## config.mk

```make
export PLATFORM = sky130hd
export DESIGN_NAME = sha256_nonce_block_gen
export DESIGN_NICKNAME = d
export VERILOG_FILES = /design/src/rtl/sha256_nonce_block_gen_pkg.sv /design/src/rtl/sha256_nonce_counter.sv /design/src/rtl/sha256_nonce_block_gen.sv
export SDC_FILE = /design/constraint.sdc
export NUM_CORES = 1
export LEC_CHECK = 0
export CORE_AREA = 3 3 275 277
export DETAILED_ROUTE_END_ITERATION = 6
export DIE_AREA = 0 0 278 280
export MAX_ROUTING_LAYER = met4
export SYNTH_ARGS = -nofsm -noshare
export SYNTH_HDL_FRONTEND = slang
export SYNTH_SLANG_ARGS = --single-unit
export TNS_END_PERCENT = 5
```

## constraint.sdc

```tcl
create_clock -name CLK -period 5.7 [get_ports CLK]
set_clock_uncertainty 0.05 [all_clocks]
set_input_delay 1.14 -clock CLK [delete_from_list [all_inputs] [get_ports CLK]]
set_output_delay 1.14 -clock CLK [all_outputs]
set_load 0.005 [all_outputs]
```

## src/rtl/sha256_nonce_block_gen_pkg.sv

```systemverilog
// Shared definitions for the double-SHA256 nonce block generator:
// word/block widths, default padding constants, the sweep FSM states,
// the block-2 header tail layout and a helper that assembles a padded block.
package sha256_pkg;

  localparam int unsigned SHA256_WORD_W  = 32;
  localparam int unsigned SHA256_BLOCK_W = 512;

  // w4 carries the single '1' padding bit, w15 the 640-bit message length.
  localparam logic [31:0] SHA256_PAD_WORD = 32'h80000000;
  localparam logic [31:0] SHA256_LEN_WORD = 32'h00000280;

  typedef enum logic [1:0] {
    ST_IDLE = 2'd0,
    ST_RUN  = 2'd1,
    ST_DONE = 2'd2
  } state_e;

  // Words w0..w3 of the second header block, w0 in the MSBs.
  typedef struct packed {
    logic [31:0] merkle_tail;
    logic [31:0] time_w;
    logic [31:0] bits;
    logic [31:0] nonce;
  } block2_t;

  // Assemble the full big-endian 512-bit block: header tail, pad word,
  // ten constant zero words (w5..w14) and the length word.
  function automatic logic [SHA256_BLOCK_W-1:0] build_block(
    input block2_t     b2,
    input logic [31:0] pad_word,
    input logic [31:0] len_word
  );
    return {b2, pad_word, 320'd0, len_word};
  endfunction

endpackage

```

## src/rtl/sha256_nonce_counter.sv

```systemverilog
// Loadable nonce counter with modular step and exact-equality terminal
// detection. Kept separate so other sweep engines can reuse the same
// termination rule (sweep ends only when count equals the latched end).
module sha256_nonce_counter
  import sha256_pkg::*;
#(
  parameter logic [SHA256_WORD_W-1:0] STEP = 32'd1
) (
  input  logic                     clk,
  input  logic                     rst_n,
  input  logic                     load,
  input  logic                     step,
  input  logic [SHA256_WORD_W-1:0] start_val,
  input  logic [SHA256_WORD_W-1:0] end_val,
  output logic [SHA256_WORD_W-1:0] count,
  output logic                     is_last
);

  logic [SHA256_WORD_W-1:0] count_d, count_q;
  logic [SHA256_WORD_W-1:0] end_d, end_q;

  // Next-count selection: load wins over step; addition wraps mod 2^32.
  always_comb begin
    count_d = count_q;
    end_d   = end_q;
    if (load) begin
      count_d = start_val;
      end_d   = end_val;
    end else if (step) begin
      count_d = count_q + STEP;
    end else begin
      count_d = count_q;
    end
  end

  // Counter and end-value registers.
  always_ff @(posedge clk or negedge rst_n) begin
    if (!rst_n) begin
      count_q <= 32'd0;
      end_q   <= 32'd0;
    end else begin
      count_q <= count_d;
      end_q   <= end_d;
    end
  end

  assign count   = count_q;
  assign is_last = (count_q == end_q);

endmodule

```

## src/rtl/sha256_nonce_block_gen.sv

```systemverilog
// Nonce block generator feeding the first expander stage of the mining
// pipeline. Accepts one job (last three header words + nonce range) and
// issues one padded 512-bit block per unstalled cycle, tagged with its nonce.
// Optional feature macro: SHA256_NONCE_GEN_STATS_EN adds blocks_issued,
// a saturating count of write_en cycles for the current/last job.
module sha256_nonce_block_gen
  import sha256_pkg::*;
#(
  parameter logic [31:0] PAD_WORD   = SHA256_PAD_WORD,
  parameter logic [31:0] LEN_WORD   = SHA256_LEN_WORD,
  parameter logic [31:0] NONCE_STEP = 32'd1
) (
  input  logic                      CLK,
  input  logic                      RST,
  input  logic                      job_valid,
  output logic                      job_ready,
  input  logic [95:0]               job_data,
  input  logic [31:0]               nonce_start,
  input  logic [31:0]               nonce_end,
  input  logic                      stall,
  input  logic                      abort,
  output logic                      write_en,
  output logic [SHA256_BLOCK_W-1:0] block_out,
  output logic [31:0]               nonce_out,
`ifdef SHA256_NONCE_GEN_STATS_EN
  output logic [31:0]               blocks_issued,
`endif
  output logic                      busy,
  output logic                      done
);

  state_e                    state_d, state_q;
  logic [95:0]               job_d, job_q;
  logic                      write_en_d, write_en_q;
  logic [SHA256_BLOCK_W-1:0] block_d, block_q;
  logic [31:0]               nonce_out_d, nonce_out_q;
  logic                      busy_d, busy_q;
  logic                      done_d, done_q;
  logic                      job_ready_d, job_ready_q;
  logic                      handshake_s;
  logic                      ctr_load_s, ctr_step_s;
  logic [31:0]               ctr_count_s;
  logic                      ctr_is_last_s;
  block2_t                   b2_s;

  assign handshake_s = job_valid && job_ready_q;
  assign b2_s        = {job_q, ctr_count_s};

  sha256_nonce_counter #(
    .STEP (NONCE_STEP)
  ) u_counter (
    .clk       (CLK),
    .rst_n     (RST),
    .load      (ctr_load_s),
    .step      (ctr_step_s),
    .start_val (nonce_start),
    .end_val   (nonce_end),
    .count     (ctr_count_s),
    .is_last   (ctr_is_last_s)
  );

  // Sweep FSM: job accept, per-cycle block issue, stall/abort handling.
  always_comb begin
    state_d     = state_q;
    job_d       = job_q;
    write_en_d  = 1'b0;
    block_d     = block_q;
    nonce_out_d = nonce_out_q;
    ctr_load_s  = 1'b0;
    ctr_step_s  = 1'b0;
    case (state_q)
      ST_IDLE: begin
        if (handshake_s) begin
          job_d      = job_data;
          ctr_load_s = 1'b1;
          state_d    = ST_RUN;
        end else begin
          state_d = ST_IDLE;
        end
      end
      ST_RUN: begin
        if (abort) begin
          // Abort beats stall: no block this cycle, finish next cycle.
          state_d = ST_DONE;
        end else if (stall) begin
          state_d = ST_RUN;
        end else begin
          write_en_d  = 1'b1;
          nonce_out_d = ctr_count_s;
          block_d     = build_block(b2_s, PAD_WORD, LEN_WORD);
          if (ctr_is_last_s) begin
            state_d = ST_DONE;
          end else begin
            ctr_step_s = 1'b1;
          end
        end
      end
      ST_DONE: begin
        state_d = ST_IDLE;
      end
      default: begin
        state_d = ST_IDLE;
      end
    endcase
    // Status outputs are registered views of the state being entered;
    // done follows the DONE cycle so it lands right after the last block.
    busy_d      = (state_d == ST_RUN);
    job_ready_d = (state_d == ST_IDLE);
    done_d      = (state_q == ST_DONE);
  end

  // State, job latch and registered output stage.
  always_ff @(posedge CLK or negedge RST) begin
    if (!RST) begin
      state_q     <= ST_IDLE;
      job_q       <= 96'd0;
      write_en_q  <= 1'b0;
      block_q     <= 512'd0;
      nonce_out_q <= 32'd0;
      busy_q      <= 1'b0;
      done_q      <= 1'b0;
      job_ready_q <= 1'b1;
    end else begin
      state_q     <= state_d;
      job_q       <= job_d;
      write_en_q  <= write_en_d;
      block_q     <= block_d;
      nonce_out_q <= nonce_out_d;
      busy_q      <= busy_d;
      done_q      <= done_d;
      job_ready_q <= job_ready_d;
    end
  end

`ifdef SHA256_NONCE_GEN_STATS_EN
  logic [31:0] blocks_d, blocks_q;

  // Issued-block counter: cleared per job, saturating, held after DONE.
  always_comb begin
    blocks_d = blocks_q;
    if (handshake_s) begin
      blocks_d = 32'd0;
    end else if (write_en_d && (blocks_q != 32'hFFFFFFFF)) begin
      blocks_d = blocks_q + 32'd1;
    end else begin
      blocks_d = blocks_q;
    end
  end

  // Issued-block counter register.
  always_ff @(posedge CLK or negedge RST) begin
    if (!RST) begin
      blocks_q <= 32'd0;
    end else begin
      blocks_q <= blocks_d;
    end
  end

  assign blocks_issued = blocks_q;
`endif

  assign job_ready = job_ready_q;
  assign write_en  = write_en_q;
  assign block_out = block_q;
  assign nonce_out = nonce_out_q;
  assign busy      = busy_q;
  assign done      = done_q;

endmodule

```

== Word level (Yosys, flattened, before mapping) ==
Index checks and enable logic that the tools add are counted.
Storage, ports and cells
  register bits after elaboration: 329
  output and inout port bits: 548
Cells by class
  $add $sub $neg: 1
  equality and inequality tests: 4
  muxes and demuxes: 16
  bitwise operators: 2
  reduce and logical (&&, ||, !) cells: 6
Operator list (number)
  32-bit 2-to-1 mux: 2
  32-bit by 1-bit adder with 32-bit output (second input constant): 1
  32-bit == test: 1
  1-bit 2-to-1 mux: 10
  2-bit 2-to-1 mux: 3
  2-bit by 1-bit == test with 1-bit output (second input constant): 2
  2-bit logical NOT: 2
  2-bit one-hot mux with 2 select lines: 1
  3-bit AND reduction: 1
  2-bit == test (second input constant): 1
  1-bit NOT: 2
  2-bit AND reduction: 1
  2-bit nonzero test: 1
  1-bit logical AND: 1

== Longest topological paths before layout ==
  depth after elaboration: 7
  mapped depth: 9

== Modules after synthesis ==
Synthesis repeated with hierarchy kept, for this count alone.
Unflattened totals
  cell total of the unflattened synthesis: 1240
  area, all modules: 15078.2 sq um
By module, submodules not included
  sha256_nonce_block_gen: instances 1, cells each 908, area an instance 11674.9 sq um
  sha256_nonce_counter: instances 1, cells each 332, area an instance 3403.3 sq um

== Least setup slack after synthesis ==
No wires, ideal clock.
  path type: input-to-reg
  start: in abort
  end: reg u_counter.count_q[10], in the netlist u_counter.count[10]
  setup time: 82 ps
  arrival time: 2761 ps
  required time: 5568 ps
  slack: 2807 ps
  cell stages on the path: 7
  buffers on the path: 1
  cell sequence: or4b_1 -> buf_2 -> inv_2 -> and3_1 -> nand2_1 -> or4_1 -> a31oi_1
Between the ends
  cells in the longest elaborated chain, start to end: 3
RTL lines
  start, declared: RTL line sha256_nonce_block_gen.sv:21  | input logic abort,
  1-bit 2-to-1 mux: RTL line sha256_nonce_block_gen.sv:82  | if (abort) begin
  1-bit 2-to-1 mux: RTL line sha256_nonce_block_gen.sv:71  | case (state_q)
  2-bit nonzero test (no line)
  end signal, assigned: RTL line sha256_nonce_counter.sv:42  | count_q <= count_d;
  end, declared: RTL line sha256_nonce_counter.sv:19  | logic [SHA256_WORD_W-1:0] count_d, count_q;
No other way between the ends.
A chain may end at the register's enable or synchronous reset.

== Worst setup path in the final report ==
  start: in abort
  end: reg u_counter.count_q[31], in the netlist u_counter.count[31]
Same word-level chain as after synthesis.

==> summary.md <==
Pwr
- 39.5% — sequential group share of total power
- 9.537 nW — static leakage power
- 9.896 mW — power consumption
- 0.2216 mV — IR drop worst, VDD
- 27.0% — part of the total power dissipated in the clock network
- 3.366 mW — NetSw
- 33.5% — power share of the combinational group
- 6.530 mW — internal power consumption
- 509.8 mW/mm^2 — Pwr per Cell Area
- 34.01% — net switching share of the total power

Setup path
- 6110 ps — data required time of the critical path
- 17 — largest fanout on the critical path
- 3770 ps — Data arrival, critical path
- input pin — Worst Setup Start Kind
- in2reg — critical path class
- flop — element type at the critical path end

Global route
- 104 — maximum number of pins on one net before global-route repair
- 10480 — via count of the first global-routing pass
- 16 — initial antenna violation count
- 0 — GR Overflow Total
- 11.25% — overall fraction of global-route tracks in use
- 65.91 mm — first-pass GRT wire length

Status
- finished clean — run status

Logic synthesis
- sky130_fd_sc_hd__dfrtp_1 — leading register cell type out of synthesis
- 8.486 um^2 — mean instance size in the synthesized netlist
- sky130_fd_sc_hd__nand2_1 — most frequent cell after synthesis
- sky130_fd_sc_hd__dfrtp_1 — most area-hungry cell type in the Yosys netlist
- 295 — synthesis-stage register bit count
- 1802 — synthesized instance count
- 100.0% — fraction of synthesis flops using an asynchronous set or reset pin
- 0.01529 mm^2 — Synth Cell Area
- 48.28% — sequential share of the synthesized area
- 48.11% — fraction of post-synthesis cell area in the top cell type by area
- sky130_fd_sc_hd__nand2_1, sky130_fd_sc_hd__buf_4, sky130_fd_sc_hd__dfrtp_1 — most used standard cells in the synthesized netlist
- 0 — Yosys warning count
- 0 — number of enable-type register cells in the synthesized netlist
- sky130_fd_sc_hd__dfrtp_1, sky130_fd_sc_hd__buf_4, sky130_fd_sc_hd__nand2_1, sky130_fd_sc_hd__xnor2_1, sky130_fd_sc_hd__clkbuf_1 — ranking of synthesized cells by area
- 45 — Cell variety after synth

Placement
- 0.7694 — RD Place Congestion
- 31.95 mm — Detailed Place HPWL
- 331 — I/O Buffers
- 1769 ps — pre-CTS WS
- 2991 — placed insts

Die
- 0.07784 mm^2 — overall die area
- 280 um — vertical extent of the die
- 20.92% — Initial Util
- 278 um — DIE WIDTH
- 0.07308 mm^2 — area of the placeable core
- 99 — Site Rows
- 713 — number of top-level pins

STA
- 297.6 MHz — fmax
- 34.62% — max-slew headroom at the worst pin
- 0 ps — sum of negative setup slack
- 980.7 ps — actual transition at the worst max-transition pin
- 0 — Final Max Slew Viols
- 3360 ps — final worst path period need
- 58.95% — Tcrit/Tclk final
- 0 — Setup violations, final
- false — setup repair after global routing missed its margin
- 2340 ps — slack of the critical path
- 0 — number of hold violations in the final report

Finish
- 2239 — nets
- 7895 — number of inserted filler cells in the final layout
- 4.563% — share of cells above drive strength 1
- 26.93% — synthesis-to-layout area growth
- 26.56% — Post-Route Utilization
- 3076 — Final Instance Count excl. Fillers
- 0.007383 mm^2 — Storage cell area
- 0.005912 mm^2 — area of the multi-input gates

Min path
- reg2reg — type of the tightest min-delay check

Routing
- 11070 — via total after detailed routing
- 513 — DRC violation total after the first TritonRoute iteration
- 14.67 um — detail-routed net length per standard cell
- 0 — residual DRC count
- 45.13 mm — total wire length after detailed routing
- 0 — Routed Antenna Nets
- 5 — DR pass1 iterations
- 3.598 — per-cell via count in the routed design

CTS
- 3 — number of buffers between clock root and the deepest sink
- 0 — post-CTS setup buffer count
- 70 ps — clock edge transition at the registers on the reported setup and hold paths
- 0 — number of hold-repair buffers added at the cts stage
- 39 — TritonCTS Buffers
- built — TritonCTS clock tree
- 560 ps — worst skew pair latency
- sky130_fd_sc_hd__clkbuf_16 — CTS Root Buffer Type
- 2 — H-tree depth reported by CTS
- 295 — number of sinks driven by the clock tree
- 0 — number of cells upsized or downsized after cts

Job
- 0 — count of maximum capacitance violations

==> layer usage <==
layer	global-route usage (%)	vias up	part of all wire, %
met4	3.479	0	2.3
met5	-	-	0
li1	-	5372	-
met1	13.79	5248	42
met2	17.43	386	48
met3	3.911	62	8.5
==> cell type report <==
class                   instances  share of cell area (%)
repair buffers                342                   17.91
inverters                       3                 0.08380
diodes                         13                  0.1676
multi-input cells            1392                   30.46
flip-flops and latches        295                   38.04
well taps                     959                   6.182
clock buffers                  56                   5.872
clock inverters                16                   1.289
==> final timing paths <==
kind                                          start                   to  slack, ps  cells past startpoint
worst min-delay path                      job_q[73]       block_out[489]        390                      2
max in group asynchronous                       RST            job_q[53]       3890                      2
worst max register to register  u_counter.count[21]                 busy       2800                      7
worst max-delay path                          abort  u_counter.count[31]       2340                      6
worst min register to register            job_q[73]       block_out[489]        390                      2
min in group asynchronous                       RST        nonce_out[11]        560                      1
==> flip-flops by register name, summed over array words and instances (netlist names) <==
| name | cells |
|---|---|
| job_ready | 1 |
| done | 1 |
| u_counter.count | 32 |
| u_counter.end_q | 32 |
| nonce_out | 31 |
| state_q | 2 |
| block_out | 98 |
| job_q | 96 |
| busy | 1 |
| write_en | 1 |
==> logic make-up (layout without fill, tap and decap cells) <==
logic type,Yosys count,after routing,synth area share (%)
muxes,4,4,0.2700
other,1,394,0.02452
AOI/OAI and AO/OA,62,62,2.553
adders and majority gates,1,1,0.08181
DFF,295,295,48.28
buffers and inverters,495,417,22.52
xor gates and xnor gates,48,48,2.749
and+or+nand+nor,896,896,23.51
==> per-stage QoR <==
step	area (um^2)	hold slack, ps
finish	19410	386.7
global route	19410	403.8
CTS	19380	389.9
detailed placement	17990	400.0
global placement	17990	394.9
floorplan	16720	388.6
==> critical path, cell delays in order <==
cell,delay [ps]
sky130_fd_sc_hd__clkdlybuf4s50_1,470
sky130_fd_sc_hd__or4b_4,740
sky130_fd_sc_hd__nor3_4,550
sky130_fd_sc_hd__nand2_2,190
sky130_fd_sc_hd__or4_1,500
sky130_fd_sc_hd__a31oi_1,170
==> power groups by stage <==
stage | sequential, mW | combinational [mW] | clock, mW
finish | 3.91 | 3.32 | 2.67
global route | 4.06 | 3.73 | 2.86
CTS | 3.92 | 3.41 | 2.78
detailed placement | 3.94 | 3.39 | 0
global placement | 3.93 | 3.34 | 0
floorplan | 3.71 | 1.92 | 0
==> cell usage in the layout, fill, tap and decap left out, types with 10 or more instances in the layout <==
cell,synthesis,final
sky130_fd_sc_hd__nand2_1,796,796
sky130_fd_sc_hd__o21ai_0,10,10
sky130_fd_sc_hd__diode_2,0,13
sky130_fd_sc_hd__nand3_1,19,18
sky130_fd_sc_hd__a21oi_1,20,20
sky130_fd_sc_hd__dfrtp_1,294,294
sky130_fd_sc_hd__clkbuf_16,0,39
sky130_fd_sc_hd__conb_1,1,381
sky130_fd_sc_hd__nand4_1,20,20
sky130_fd_sc_hd__clkbuf_8,0,10
sky130_fd_sc_hd__nor2_1,23,23
sky130_fd_sc_hd__clkdlybuf4s50_1,0,330
sky130_fd_sc_hd__xnor2_1,48,48
Power figures use the tool's default switching activity.
